### src/rtl/collision_detector_pkg.sv
// Shared game types: obstacle slot layout, slot count and the per-slot hit test.
package collision_detector_pkg;

    localparam int NUM_OBSTACLES   = 10;
    localparam int OBSTACLE_WIDTH  = 64;
    localparam int SPRITE_TALL_BIT = 1;

    typedef struct packed {
        logic        active;
        logic [1:0]  lane;
        logic [10:0] position;     // right-edge x in pixels
        logic [1:0]  sprite_type;  // types 0/1 can be jumped, 2/3 are tall
    } obstacle;

    typedef enum logic [1:0] {
        ST_IDLE,
        ST_SCAN,
        ST_REPORT
    } scan_state_t;

    // A slot hits when it is live, in the player's lane, overlaps the player
    // horizontally, and is not a low sprite being cleared by a jump.
    function automatic logic slot_hits(
        input obstacle     slot,
        input logic [1:0]  lane,
        input logic        airborne,
        input logic [11:0] left_x,
        input logic [11:0] right_x
    );
        logic [11:0] pos;
        pos = {1'b0, slot.position};
        return slot.active
            && (slot.lane == lane)
            && (pos > left_x)
            && (pos < right_x)
            && !(!slot.sprite_type[SPRITE_TALL_BIT] && airborne);
    endfunction

endpackage

### src/rtl/collision_detector_if.sv
// Game-side bus of the collision detector: frame strobe, slot array, player
// controls in; jump, hit and scan status out.
interface collision_detector_if;
    import collision_detector_pkg::*;

    logic                               frame_trigger;
    obstacle [NUM_OBSTACLES-1:0]        obstacles_in;
    logic [1:0]                         player_lane;
    logic                               player_jump;
    logic                               airborne;
    logic                               collision;
    logic [3:0]                         hit_index;
    logic                               game_over;
    logic                               scan_busy;
    logic                               frame_overrun;

    modport master (
        output frame_trigger, obstacles_in, player_lane, player_jump,
        input  airborne, collision, hit_index, game_over, scan_busy, frame_overrun
    );

    modport slave (
        input  frame_trigger, obstacles_in, player_lane, player_jump,
        output airborne, collision, hit_index, game_over, scan_busy, frame_overrun
    );

endinterface

### src/rtl/collision_detector_jump_tracker.sv
// Jump arc tracker: a rising edge of the jump request starts a countdown of
// JUMP_FRAMES frames during which the player is airborne. Shared with the
// renderer for sprite height.
module jump_tracker #(
    parameter int JUMP_FRAMES = 30
) (
    input  logic clk_in,
    input  logic rst_in,
    input  logic frame_trigger,
    input  logic player_jump,
    output logic airborne
);

    logic [5:0] jump_count;
    logic       jump_prev;
    logic       jump_rise;

    assign jump_rise = player_jump & ~jump_prev;

    // Edge detect and frame countdown; a new jump beats a same-cycle decrement.
    always_ff @(posedge clk_in) begin
        // NOTE: reset is synchronous, so it is just the highest-priority branch
        // of the clocked block and never appears in the sensitivity list.
        if (rst_in) begin
            jump_count <= '0;
            jump_prev  <= 1'b0;
            airborne   <= 1'b0;
        end else begin
            // NOTE: non-blocking assignments keep every register update based
            // on pre-edge values regardless of statement order.
            jump_prev <= player_jump;
            if (jump_rise && !airborne) begin
                jump_count <= 6'(JUMP_FRAMES);
                airborne   <= 1'b1;
            end else if (airborne && frame_trigger) begin
                jump_count <= jump_count - 6'd1;
                if (jump_count == 6'd1) begin
                    airborne <= 1'b0;
                end
            end
        end
    end

endmodule

### src/rtl/collision_detector.sv
// Per-frame collision scan: after each frame_trigger, tests one obstacle slot
// per cycle, reports the lowest hitting slot and latches game_over.
module collision_detector
    import collision_detector_pkg::*;
#(
    parameter int PLAYER_X     = 128,
    parameter int PLAYER_WIDTH = 64,
    parameter int JUMP_FRAMES  = 30
) (
    input  logic                 clk_in,
    input  logic                 rst_in,
    input  logic                 game_reset,
    collision_detector_if.slave  bus
);

    localparam logic [11:0] LEFT_X   = 12'(PLAYER_X);
    localparam logic [11:0] RIGHT_X  = 12'(PLAYER_X + PLAYER_WIDTH + OBSTACLE_WIDTH);
    localparam logic [3:0]  LAST_IDX = 4'(NUM_OBSTACLES - 1);

    scan_state_t state;
    logic        sync_rst;
    logic [3:0]  scan_idx;
    logic        scan_airborne;
    logic [1:0]  scan_lane;
    logic        hit_found;
    logic [3:0]  hit_slot;
    logic        slot_hit;

    assign sync_rst = rst_in | game_reset;

    jump_tracker #(
        .JUMP_FRAMES (JUMP_FRAMES)
    ) u_jump_tracker (
        .clk_in        (clk_in),
        .rst_in        (sync_rst),
        .frame_trigger (bus.frame_trigger),
        .player_jump   (bus.player_jump),
        .airborne      (bus.airborne)
    );

    // Hit test for the slot under the scan pointer, read live from the bus.
    always_comb begin
        slot_hit = 1'b0;
        if (state == ST_SCAN) begin
            slot_hit = slot_hits(bus.obstacles_in[scan_idx], scan_lane,
                                 scan_airborne, LEFT_X, RIGHT_X);
        end
    end

    // Scan FSM with registered status outputs; the report is registered on
    // the last scan cycle so it is visible for the whole REPORT cycle.
    always_ff @(posedge clk_in) begin
        if (sync_rst) begin
            state             <= ST_IDLE;
            scan_idx          <= '0;
            scan_airborne     <= 1'b0;
            scan_lane         <= '0;
            hit_found         <= 1'b0;
            hit_slot          <= '0;
            bus.collision     <= 1'b0;
            bus.hit_index     <= '0;
            bus.game_over     <= 1'b0;
            bus.scan_busy     <= 1'b0;
            bus.frame_overrun <= 1'b0;
        end else begin
            bus.collision <= 1'b0;
            case (state)
                ST_IDLE: begin
                    if (bus.frame_trigger && !bus.game_over) begin
                        state         <= ST_SCAN;
                        bus.scan_busy <= 1'b1;
                        scan_airborne <= bus.airborne;
                        scan_lane     <= bus.player_lane;
                        scan_idx      <= '0;
                        hit_found     <= 1'b0;
                    end
                end
                ST_SCAN: begin
                    if (bus.frame_trigger) begin
                        bus.frame_overrun <= 1'b1;
                    end
                    if (slot_hit && !hit_found) begin
                        hit_found <= 1'b1;
                        hit_slot  <= scan_idx;
                    end
                    if (scan_idx == LAST_IDX) begin
                        state         <= ST_REPORT;
                        bus.scan_busy <= 1'b0;
                        if (hit_found || slot_hit) begin
                            bus.collision <= 1'b1;
                            bus.game_over <= 1'b1;
                            bus.hit_index <= hit_found ? hit_slot : scan_idx;
                        end
                    end else begin
                        scan_idx <= scan_idx + 4'd1;
                    end
                end
                ST_REPORT: begin
                    if (bus.frame_trigger) begin
                        bus.frame_overrun <= 1'b1;
                    end
                    state <= ST_IDLE;
                end
                default: state <= ST_IDLE;
            endcase
        end
    end

endmodule

### src/flat_wrapper.sv
// flat-port wrapper written by rule: the top's interface ports become plain ports
module collision_detector_flat import collision_detector_pkg::*;
#(
    parameter int PLAYER_X     = 128,
    parameter int PLAYER_WIDTH = 64,
    parameter int JUMP_FRAMES  = 30
)
  (clk_in, rst_in, game_reset, bus_frame_trigger, bus_obstacles_in, bus_player_lane, bus_player_jump, bus_airborne, bus_collision, bus_hit_index, bus_game_over, bus_scan_busy, bus_frame_overrun);
  collision_detector_if bus_i ();
  input  logic clk_in;
  input  logic rst_in;
  input  logic game_reset;
  input wire logic [$bits(bus_i.frame_trigger)-1:0] bus_frame_trigger;
  input wire logic [$bits(bus_i.obstacles_in)-1:0] bus_obstacles_in;
  input wire logic [$bits(bus_i.player_lane)-1:0] bus_player_lane;
  input wire logic [$bits(bus_i.player_jump)-1:0] bus_player_jump;
  output wire logic [$bits(bus_i.airborne)-1:0] bus_airborne;
  output wire logic [$bits(bus_i.collision)-1:0] bus_collision;
  output wire logic [$bits(bus_i.hit_index)-1:0] bus_hit_index;
  output wire logic [$bits(bus_i.game_over)-1:0] bus_game_over;
  output wire logic [$bits(bus_i.scan_busy)-1:0] bus_scan_busy;
  output wire logic [$bits(bus_i.frame_overrun)-1:0] bus_frame_overrun;
  assign bus_i.frame_trigger = bus_frame_trigger;
  assign bus_i.obstacles_in = bus_obstacles_in;
  assign bus_i.player_lane = bus_player_lane;
  assign bus_i.player_jump = bus_player_jump;
  assign bus_airborne = bus_i.airborne;
  assign bus_collision = bus_i.collision;
  assign bus_hit_index = bus_i.hit_index;
  assign bus_game_over = bus_i.game_over;
  assign bus_scan_busy = bus_i.scan_busy;
  assign bus_frame_overrun = bus_i.frame_overrun;
  collision_detector #(.PLAYER_X(PLAYER_X), .PLAYER_WIDTH(PLAYER_WIDTH), .JUMP_FRAMES(JUMP_FRAMES)) u_core (.clk_in(clk_in), .rst_in(rst_in), .game_reset(game_reset), .bus(bus_i));
endmodule
### config.mk
export PLATFORM = sky130hd
export DESIGN_NAME = collision_detector_flat
export DESIGN_NICKNAME = d
export VERILOG_FILES = /design/src/rtl/collision_detector_pkg.sv /design/src/rtl/collision_detector_if.sv /design/src/rtl/collision_detector_jump_tracker.sv /design/src/rtl/collision_detector.sv /design/src/flat_wrapper.sv
export SDC_FILE = /design/constraint.sdc
export NUM_CORES = 1
export LEC_CHECK = 0
export BUFFER_PORTS_ARGS = -buffer_cell sky130_fd_sc_hd__buf_2
export CORE_MARGIN = 1.5
export CORE_UTILIZATION = 44
export DETAILED_ROUTE_END_ITERATION = 7
export PLACE_DENSITY_LB_ADDON = 0.08
export RECOVER_POWER = 50
export REMOVE_ABC_BUFFERS = 1
export SETUP_SLACK_MARGIN = 0.3
export SYNTH_ARGS = -nofsm -noshare
export SYNTH_HDL_FRONTEND = slang
export SYNTH_HIERARCHICAL = 1
export SYNTH_SLANG_ARGS = --single-unit
### constraint.sdc
create_clock -name clk_in -period 5.6 [get_ports clk_in]
set_input_delay 0.84 -clock clk_in [delete_from_list [all_inputs] [get_ports clk_in]]
set_output_delay 0.84 -clock clk_in [all_outputs]
set_load 0.05 [all_outputs]
==> Word-level counts from Yosys, hierarchy flattened <==
Cells that the tools add are included.
{ "op_classes": {"addsub": 2, "magnitude_cmp": 3, "eq_ne": 9, "n_mux": 22, "bitwise_logic": 5, "reduce_logical": 31} }
{ "ops": {"columns": ["cell", "n"], "rows": [
  ["16-bit binary-select mux with 4-bit select", 1],
  ["16-bit two-way mux", 1],
  ["4-bit two-way mux", 3],
  ["3-bit AND reduction", 4],
  ["11-bit by 8-bit greater-than comparator with 1-bit output (second input constant)", 1],
  ["11-bit by 9-bit < comparator with 1-bit output (second input constant)", 1],
  ["5-bit two-way mux", 2],
  ["2-bit AND reduction", 5],
  ["1-bit logical AND", 9],
  ["1-bit two-way mux", 9],
  ["4-bit one-hot mux with 2 select lines", 1],
  ["6-bit by 1-bit equality test with 1-bit output (second input constant)", 1],
  ["2-bit != test (second input constant)", 3],
  ["2-bit nonzero test", 3],
  ["6-bit by 1-bit subtractor with 6-bit output (second input constant)", 1],
  ["1-bit logical NOT", 5],
  ["4-bit by 5-bit < comparator with 1-bit output (second input constant)", 1],
  ["4-bit by 1-bit adder with 4-bit output (second input constant)", 1],
  ["4-bit equality test (second input constant)", 1],
  ["2-bit two-way mux", 2],
  ["1-bit one-hot mux with 2 select lines", 2],
  ["2-bit one-hot mux with 2 select lines", 1],
  ["2-bit OR reduction", 2],
  ["1-bit inverter", 3],
  ["other kinds (9)", 9]
]} }
{ "word_totals": {"regBits": 30, "input_bits": 167, "out_inout_bits": 9, "word_cells": 87} }

==> Depth between registers and ports, before layout <==
Gate-level depths: netlist of the first run.
{ "logic_depth": {"word_depth": 11, "depth_mapped": 11, "depth_no_buf": 8} }

==> Modules after synthesis <==
The synthesis of the first run kept the hierarchy.
{ "modules_own_cells": {"columns": ["module", "n_inst", "cells_per_inst", "area_per_inst_um2", "seq_area_each_um2"], "rows": [
  ["collision_detector", 1, 233, 1969.4, 440.4],
  ["jump_tracker", 1, 39, 377.9, 160.2]
]} }

==> Worst setup path after synthesis of the first run <==
Ideal clock, no wire load.
{ "synth_timing": {"path_kind": "input -> register", "from": "input port bus_obstacles_in[60]", "to": "register u_core.hit_found", "arrival_ns": 2.897, "slack_ns": 2.608, "stages": 7, "path_buffers": 0, "path_cell_list": "or4b_1 > a41o_1 > or4_4 > a21oi_4 > o311ai_4 > or2_4 > o41ai_2"} }
{ "synth_via": {"elab_chain_cells": 10, "elab_cells_between_ends": 11, "cone_classes": "2 x order compare; 1 x eq/ne; 3 x mux; 5 x reduce/logical"} }
{ "synth_lines": {"columns": ["item", "line", "text"], "rows": [
  ["start, declared", "flat_wrapper.sv:14", "input wire logic [$bits(bus_i.obstacles_in)-1:0] bus_obstacles_in;"],
  ["16-bit binary-select mux with 4-bit select (*)", "collision_detector.sv:45", "slot_hit = slot_hits(bus.obstacles_in[scan_idx], scan_lane,"],
  ["16-bit two-way mux (implied by the code) (*)", "collision_detector.sv:45", null],
  ["11-bit by 8-bit greater-than comparator with 1-bit output", "collision_detector_pkg.sv:34", "&& (pos > left_x)"],
  ["1-bit logical AND", "collision_detector_pkg.sv:34", null],
  ["1-bit logical AND (*)", "collision_detector_pkg.sv:35", "&& (pos < right_x)"],
  ["1-bit logical AND (*)", "collision_detector_pkg.sv:36", "&& !(!slot.sprite_type[SPRITE_TALL_BIT] && airborne);"],
  ["1-bit two-way mux (*)", "collision_detector.sv:44", "if (state == ST_SCAN) begin"],
  ["1-bit logical AND (*)", "collision_detector.sv:82", "if (slot_hit && !hit_found) begin"],
  ["2-bit != test (no source line) (*)", null, null],
  ["3-bit AND reduction (no source line) (*)", null, null],
  ["end signal, assigned", "collision_detector.sv:58", "hit_found <= 1'b0;"],
  ["end signal, assigned", "collision_detector.sv:75", "hit_found <= 1'b0;"],
  ["end signal, assigned", "collision_detector.sv:83", "hit_found <= 1'b1;"],
  ["end, declared", "collision_detector.sv:25", "logic hit_found;"]
]} }
Mark *: on every way between the ends. The rest lies on a longest branch, timed or not. The select of a mux whose other input is x is not followed.
A chain may end at the register's enable or synchronous reset.

==> Worst setup path in the final report of the first run <==
{ "layout_timing": {"from": "register u_core.scan_idx[0]", "to": "register u_core.hit_found"} }
{ "layout_via": {"elab_chain_cells": 11, "elab_cells_between_ends": 16, "cone_classes": "2 x order compare; 2 x eq/ne; 3 x mux; 9 x reduce/logical"} }
{ "layout_lines": {"columns": ["item", "line", "text"], "rows": [
  ["start, declared", "collision_detector.sv:22", "logic [3:0] scan_idx;"],
  ["start signal, assigned", "collision_detector.sv:95", "scan_idx <= scan_idx + 4'd1;"],
  ["16-bit binary-select mux with 4-bit select (*)", "collision_detector.sv:45", null],
  ["16-bit two-way mux (implied by the code) (*)", "collision_detector.sv:45", null],
  ["parallel branches: the longest is 4 deep, another holds 11-bit by 8-bit greater-than comparator with 1-bit output", null, null],
  ["1-bit logical AND (*)", "collision_detector_pkg.sv:36", null],
  ["1-bit two-way mux (*)", "collision_detector.sv:44", null],
  ["1-bit logical AND (*)", "collision_detector.sv:82", null],
  ["2-bit != test (no source line) (*)", null, null],
  ["3-bit AND reduction (no source line) (*)", null, null]
]} }
Every way passes the cells marked *. The select of a mux whose other input is x is not followed.

==> key figures, run 1 <==
GRT
  • Number of global-route vias before repair: 2607
  • Gr ovfl total: 0
  • First-pass GRT wire length: 11700 um
  • Total track usage: 25.0%
  • Initial antenna violation count: 0
  • Largest net degree at the start of global routing: 37

Yosys
  • Post-synth EDFFs: 0
  • Mean area per synthesized cell: 8.63 um2
  • Cells after synthesis: 272
  • Distinct cells, synth: 58
  • Post-Syn Area: 2350 um2
  • Yosys Warn Count: 6
  • Ys flop type: dfxtp_1
  • Top cells by area, synth: dfxtp_1 (26%), mux4_2 (8.6%), mux2i_1 (6.8%), nor4_1 (5.1%), nand2_1 (3.4%)
  • Area leader, netlist: dfxtp_1
  • Asr flop ratio synth: 0%
  • Post-synth top area share: 25.6%
  • Register bit count reported by yosys: 30
  • Sequential-to-total area share from yosys stat: 25.6%

Placed design
  • Placed cell area: 3210 um2
  • Final HPWL from detailed placement: 5860 um
  • Cell count after placement: 494
  • Place WS: 2.36 ns
  • Port bufs: 165
  • RePlAce Congestion: 0.884

Layout
  • Nets@finish: 604
  • P&R area growth vs syn: 40.0%
  • Fraction of layout cells with a size suffix above 1: 44.2%
  • Non-Filler Instances: 502
  • Diodes inserted: 0
  • Final Cell Area: 3290 um2
  • Core Util, Final: 63.9%

STA
  • Setup Total Neg Slack: 0 ns
  • Final Hold Vio Count: 0
  • Slew HR: -4.28%
  • Final min period: 3.66 ns
  • Hold WS: 0.462 ns
  • Unrepaired setup endpoints after global routing: false
  • Clock Skews: 0.00491 ns
  • Fin crit share: 65.3%
  • Final WS setup: 1.94 ns
  • Max-slew violation count: 37
  • Least-Margin Pin Slew: 1.56 ns
  • Final setup viols: 0
  • Max Fclk: 273 MHz

CTS
  • CTS Root Cell: clkbuf_8
  • Sink Count: 30
  • Reg clk slew, reported paths: 0.06 ns
  • H-tree depth: 2
  • Hold buffer count at CTS: 0
  • Post-CTS sizing: 0
  • Clock Latency Late Sink: 0.28 ns
  • CTS Buf Count: 5
  • CTS tree: built
  • Max clock buf depth: 2
  • Post-CTS Setup Inserts: 0

Power and ir drop
  • Pwr dens: 154 nW/um2
  • Overall power: 507 uW
  • Worst IR Drop VDD: 0.104 mV
  • Leak pwr: 1.39 nW

Critical path
  • Required time of the critical path: 5.78 ns
  • Crit path DAT: 3.83 ns
  • Startpoint Class: flip-flop
  • CP Class: reg2reg
  • Critical Path End Type: flip-flop
  • Worst r2r path cells: 7
  • Maximum net fanout on the critical path: 36
  • Capturing point of the worst reg2reg path: u_core/hit_found$_SDFFE_PP0P_
  • R2R Setup Slk: 1.94 ns
  • R2R Path Start: u_core/scan_idx[0]$_SDFFE_PP0P_

Floorplanning
  • Die H: 76.0 um
  • Effective utilization at floorplan: 45.7%
  • Die area: 5780 um2
  • Die X: 76.0 um
  • # rows: 26
  • Core area: 5140 um2
  • Io pins: 176

Drt
  • Final ANT Viol Nets: 0
  • WL final: 7310 um
  • DRC violations left: 0
  • DRT iter0 DRCs: 179
  • 1st-pass router iterations: 4
  • DR vias: 2764
  • Vias per cell: 5.51
  • WL per Instance: 14.6 um

Run status
  • Failing checks: capacitance limit, slew limit
  • Status: complete, but fails checks

Min path
  • HP Start: u_core/hit_slot[1]$_SDFFE_PP0P_
  • Hold Crit Depth: 2
  • Hold WC Path Type: reg2reg
  • Hold EP: u_core/hit_slot[1]$_SDFFE_PP0P_

Job
  • Max-cap violations: 1
-- power by group --
group          total [mW]  switching, mW  internal [mW]
Clock               0.179         0.0801         0.0990
Sequential          0.222        0.00475          0.217
Combinational       0.105         0.0443         0.0612
Total               0.507          0.129          0.377
-- sequential cells by signal (all words and copies together) (netlist names), 2 cells and up --
signal / flops
u_core/u_jump_tracker/jump_count: 6
u_core/hit_slot: 4
u_core/scan_lane: 2
u_core/scan_idx: 4
u_core/bus.hit_index: 4
u_core/state: 2
-- final cells by class --
class,count,area (um2)
Fill cell,506,1850
Multi-Input combinational cell,212,1620
Timing Repair Buffer,167,827
Sequential cell,30,601
Tap cell,70,87.6
Clock buffer,7,86.3
Inverter,15,56.3
Clock inverter,1,5.00
-- cells by family (layout without fill, tap and decap cells) --
family,after synthesis,in the layout,synth area share (%)
AO/OA/AOI/OAI,63,63,19.5
XOR/XNOR,4,4,1.49
adder cells (fa/ha/maj),6,6,3.20
buffers and inverters,30,190,5.28
flip-flops,30,30,25.6
multiplexers,30,30,17.9
AND/OR/NAND/NOR,109,109,27.1
-- placed cells by master (no fill, tap or decap), types with 3 or more instances in the layout --
master	netlist	routed
a211o_1	3	3
a211oi_1	5	5
a21oi_1	13	13
a31oi_1	4	4
buf_2	3	157
clkbuf_1	9	10
clkbuf_8	0	6
dfxtp_1	30	30
ha_1	6	6
inv_1	14	14
mux2_2	5	5
mux2i_1	16	16
mux4_2	9	9
nand2_1	21	21
nand2b_1	3	3
nand3_1	5	5
nor2_1	19	19
nor2b_1	4	4
nor3_1	6	6
nor4_1	19	19
nor4b_1	5	5
o211ai_1	5	5
o21ai_0	14	14
or3b_1	3	3
or4_1	5	5
or4b_1	3	3
-- critical path, stage by stage (launching register included) --
cell     delay (ns)
dfxtp_1        1.37
mux4_2         0.67
mux2i_1        0.15
a211o_1        0.28
nor3_1         0.40
inv_2          0.10
or2_4          0.30
o41ai_2        0.28
-- layer usage --
| layer | vias up | GRT usage, % | wire (um) |
|---|---|---|---|
| li1 | 1362 | - | - |
| met1 | 1253 | 28.8 | 2920 |
| met2 | 137 | 45.7 | 3700 |
| met3 | 12 | 5.63 | 569 |
| met4 | 0 | 8.33 | 120 |
| met5 | - | 0 | 0 |
-- synthesized netlist by cell type, types with 3 or more instances --
cell	count
nor4b_1	5
or4_1	5
mux4_2	9
ha_1	6
nand3_1	5
nor2b_1	4
a211o_1	3
mux2_2	5
nand2_1	21
dfxtp_1	30
nor2_1	19
o21ai_0	14
o211ai_1	5
or3b_1	3
nor4_1	19
buf_2	3
inv_1	14
a21oi_1	13
a211oi_1	5
nor3_1	6
or4b_1	3
a31oi_1	4
mux2i_1	16
nand2b_1	3
clkbuf_1	9
-- how the worst max path moves through the flow --
stage / start / endpoint / slack, ns / cells after the start
2_1_floorplan: u_core/scan_idx[0]$_SDFFE_PP0P_ / u_core/hit_found$_SDFFE_PP0P_ / 2.55 / 7
6_report: u_core/scan_idx[0]$_SDFFE_PP0P_ / u_core/hit_found$_SDFFE_PP0P_ / 1.94 / 7
5_1_grt: u_core/scan_idx[0]$_SDFFE_PP0P_ / u_core/hit_found$_SDFFE_PP0P_ / 1.72 / 7
3_5_place_dp: bus_obstacles_in[28] / u_core/hit_found$_SDFFE_PP0P_ / 2.36 / 8
4_1_cts: u_core/scan_idx[0]$_SDFFE_PP0P_ / u_core/hit_found$_SDFFE_PP0P_ / 2.48 / 7
3_3_place_gp: bus_obstacles_in[60] / u_core/hit_found$_SDFFE_PP0P_ / 2.40 / 8
Power figures use the tool's default switching activity.
==> run 2: changes to the inputs <==
--- a/config.mk
+++ b/config.mk
@@ -7,7 +7,7 @@
 export LEC_CHECK = 0
 export BUFFER_PORTS_ARGS = -buffer_cell sky130_fd_sc_hd__buf_2
 export CORE_MARGIN = 1.5
-export CORE_UTILIZATION = 44
+export CORE_UTILIZATION = 41
 export DETAILED_ROUTE_END_ITERATION = 7
 export PLACE_DENSITY_LB_ADDON = 0.08
 export RECOVER_POWER = 50
==> constraint.sdc (replaced) <==
create_clock -name clk_in -period 3.4 [get_ports clk_in]
set_input_delay 0.51 -clock clk_in [delete_from_list [all_inputs] [get_ports clk_in]]
set_output_delay 0.51 -clock clk_in [all_outputs]
set_load 0.05 [all_outputs]
==> run 2 against run 1 <==
The run now ends clean; clock skew down 0.0025 ns; combinational power up 65%; global-route usage down 0.26 points; routed wire length up 2.3%; critical endpoint unchanged.
==> key figures, run 2 (same netlist as run 1, synthesis figures left out) <==
Critical path
  • Crit-path slowest cell: dfxtp_1
  • Crit path cell chain: buf_4 -> buf_4 -> mux4_2 -> mux2i_1 -> a211o_1 -> nor3_1 -> inv_2 -> or2_4 -> o41ai_2
  • Critical Path End Type: flip-flop
  • Capturing point of the worst reg2reg path: u_core/hit_found$_SDFFE_PP0P_
  • Required time of the critical path: 3.58 ns
  • CP Class: reg2reg
  • Maximum net fanout on the critical path: 14
  • R2R Path Start: u_core/scan_idx[1]$_SDFFE_PP0P_
  • CP peak stage delay: 0.48 ns
  • Startpoint Class: flip-flop
  • Crit path DAT: 3.03 ns
  • R2R Setup Slk: 0.54 ns
  • Most frequent CP cell: buf_4
  • Worst r2r path cells: 9

Layout
  • Final Cell Area: 3300 um2
  • Diodes inserted: 0
  • Fraction of layout cells with a size suffix above 1: 44.2%
  • Nets@finish: 607
  • Commonest cells after routing, fill and taps aside: buf_2 (156), dfxtp_1 (29), nand2_1 (21)
  • Largest register FFs: 6
  • Most common cell after layout, fill and taps aside: buf_2
  • Top reg by flops: u_core/u_jump_tracker/jump_count
  • P&R area growth vs syn: 40.4%

CTS
  • Sink Count: 30
  • CTS tree: built
  • Hold buffer count at CTS: 0
  • CTS Root Cell: clkbuf_8
  • CTS Buf Count: 5
  • Clock Latency Late Sink: 0.27 ns
  • Post-CTS Setup Inserts: 0
  • H-tree depth: 2
  • Max clock buf depth: 2
  • Post-CTS sizing: 0
  • Reg clk slew, reported paths: 0.06 ns

STA
  • Clock Skews: 0.00242 ns
  • Max-slew violation count: 0
  • Final setup viols: 0
  • Setup Total Neg Slack: 0 ns
  • Unrepaired setup endpoints after global routing: false
  • Least-Margin Pin Slew: 0.724 ns
  • Final min period: 2.86 ns
  • Slew HR: 51.7%
  • Max Fclk: 350 MHz
  • Final Hold Vio Count: 0
  • Final WS setup: 0.545 ns
  • Hold WS: 0.462 ns
  • Fin crit share: 84.0%

Placed design
  • Final HPWL from detailed placement: 6070 um
  • RePlAce Congestion: 0.809
  • Placed cell area: 3230 um2
  • Port bufs: 165
  • Place WS: 0.491 ns

Floorplanning
  • Io pins: 176
  • Effective utilization at floorplan: 42.6%
  • # rows: 27
  • Die area: 6190 um2
  • Die X: 78.7 um
  • Core area: 5510 um2
  • Die H: 78.7 um

GRT
  • Met1 Use GR: 30.0%
  • Largest net degree at the start of global routing: 23
  • Met2 usage: 44.9%
  • Gr ovfl total: 0
  • Total track usage: 24.8%
  • Number of global-route vias before repair: 2806
  • First-pass GRT wire length: 12200 um
  • M3 GR Usage: 4.19%
  • Most used routing layer in global routing: met2
  • Initial antenna violation count: 0

Drt
  • 1st-pass router iterations: 4
  • DRC violations left: 0
  • DRT iter0 DRCs: 169
  • DR vias: 2741
  • WL per Instance: 14.8 um
  • Vias per cell: 5.42
  • WL final: 7480 um
  • Final ANT Viol Nets: 0

Job
  • Max-cap violations: 0

Power and ir drop
  • Pwr dens: 243 nW/um2
  • Leak pwr: 1.39 nW
  • Worst IR Drop VDD: 0.153 mV

Min path
  • Hold Crit Depth: 2
  • Hold WC Path Type: reg2reg
  • HP Start: u_core/hit_slot[1]$_SDFFE_PP0P_
  • Hold EP: u_core/hit_slot[1]$_SDFFE_PP0P_

Run status
  • Status: finished clean
## run 2: changes by cell type in the layout (fill, tap and decap cells not counted)
cell      delta
clkinv_2     -1
dfxtp_2      +1
buf_2        -1
dfxtp_1      -1
clkbuf_1     +2
clkbuf_8     -1
buf_4        +3
## run 2: worst max path at each step
stage,startpoint,slack (ns),end
final,u_core/scan_idx[1]$_SDFFE_PP0P_,0.54,u_core/hit_found$_SDFFE_PP0P_
after floorplan,u_core/scan_idx[0]$_SDFFE_PP0P_,0.35,u_core/hit_found$_SDFFE_PP0P_
after global routing,u_core/scan_idx[1]$_SDFFE_PP0P_,0.36,u_core/hit_slot[3]$_SDFFE_PP0P_
after CTS,u_core/scan_idx[1]$_SDFFE_PP0P_,0.55,u_core/hit_found$_SDFFE_PP0P_
after detailed placement,bus_obstacles_in[60],0.49,u_core/hit_found$_SDFFE_PP0P_
after global placement,bus_obstacles_in[60],0.50,u_core/hit_found$_SDFFE_PP0P_
## run 2: where the power goes
| group | internal [mW] | switching (mW) | total [mW] |
|---|---|---|---|
| sequential | 0.358 | 0.00717 | 0.365 |
| clock | 0.141 | 0.122 | 0.263 |
| combinational | 0.101 | 0.0725 | 0.173 |
## run 2: final cells by class
cell class                 count  area, um2
multi-input combinational    212       1620
fill                         522       2210
timing repair buffer         170        848
sequential                    30        602
clock buffer                   7       76.3
tap                           72       90.1
inverter                      15       56.3
## run 2: worst max-delay path, delay by kind of cell, from the launching register on
family,cells,cell delay [ns]
and+or+nand+nor,2,0.66
buffers and inverters,3,0.59
AOI/OAI and AO/OA,2,0.53
muxes,2,0.50
DFF,1,0.48
## run 2: per-stage QoR
step | total power [mW] | cells | utilization, %
2_1_floorplan | 0.441 | 257 | -
3_3_place_gp | 0.542 | 499 | 58.7
3_5_place_dp | 0.547 | 499 | 58.7
4_1_cts | 0.809 | 506 | 60.1
5_1_grt | 0.842 | 506 | 59.9
6_report | 0.801 | 506 | 59.9
## run 2: routing by layer
metal,share of wire [%],up-vias
met5,0,-
met4,0.78,0
met3,6.5,7
met2,50,98
met1,43,1265
li1,-,1371
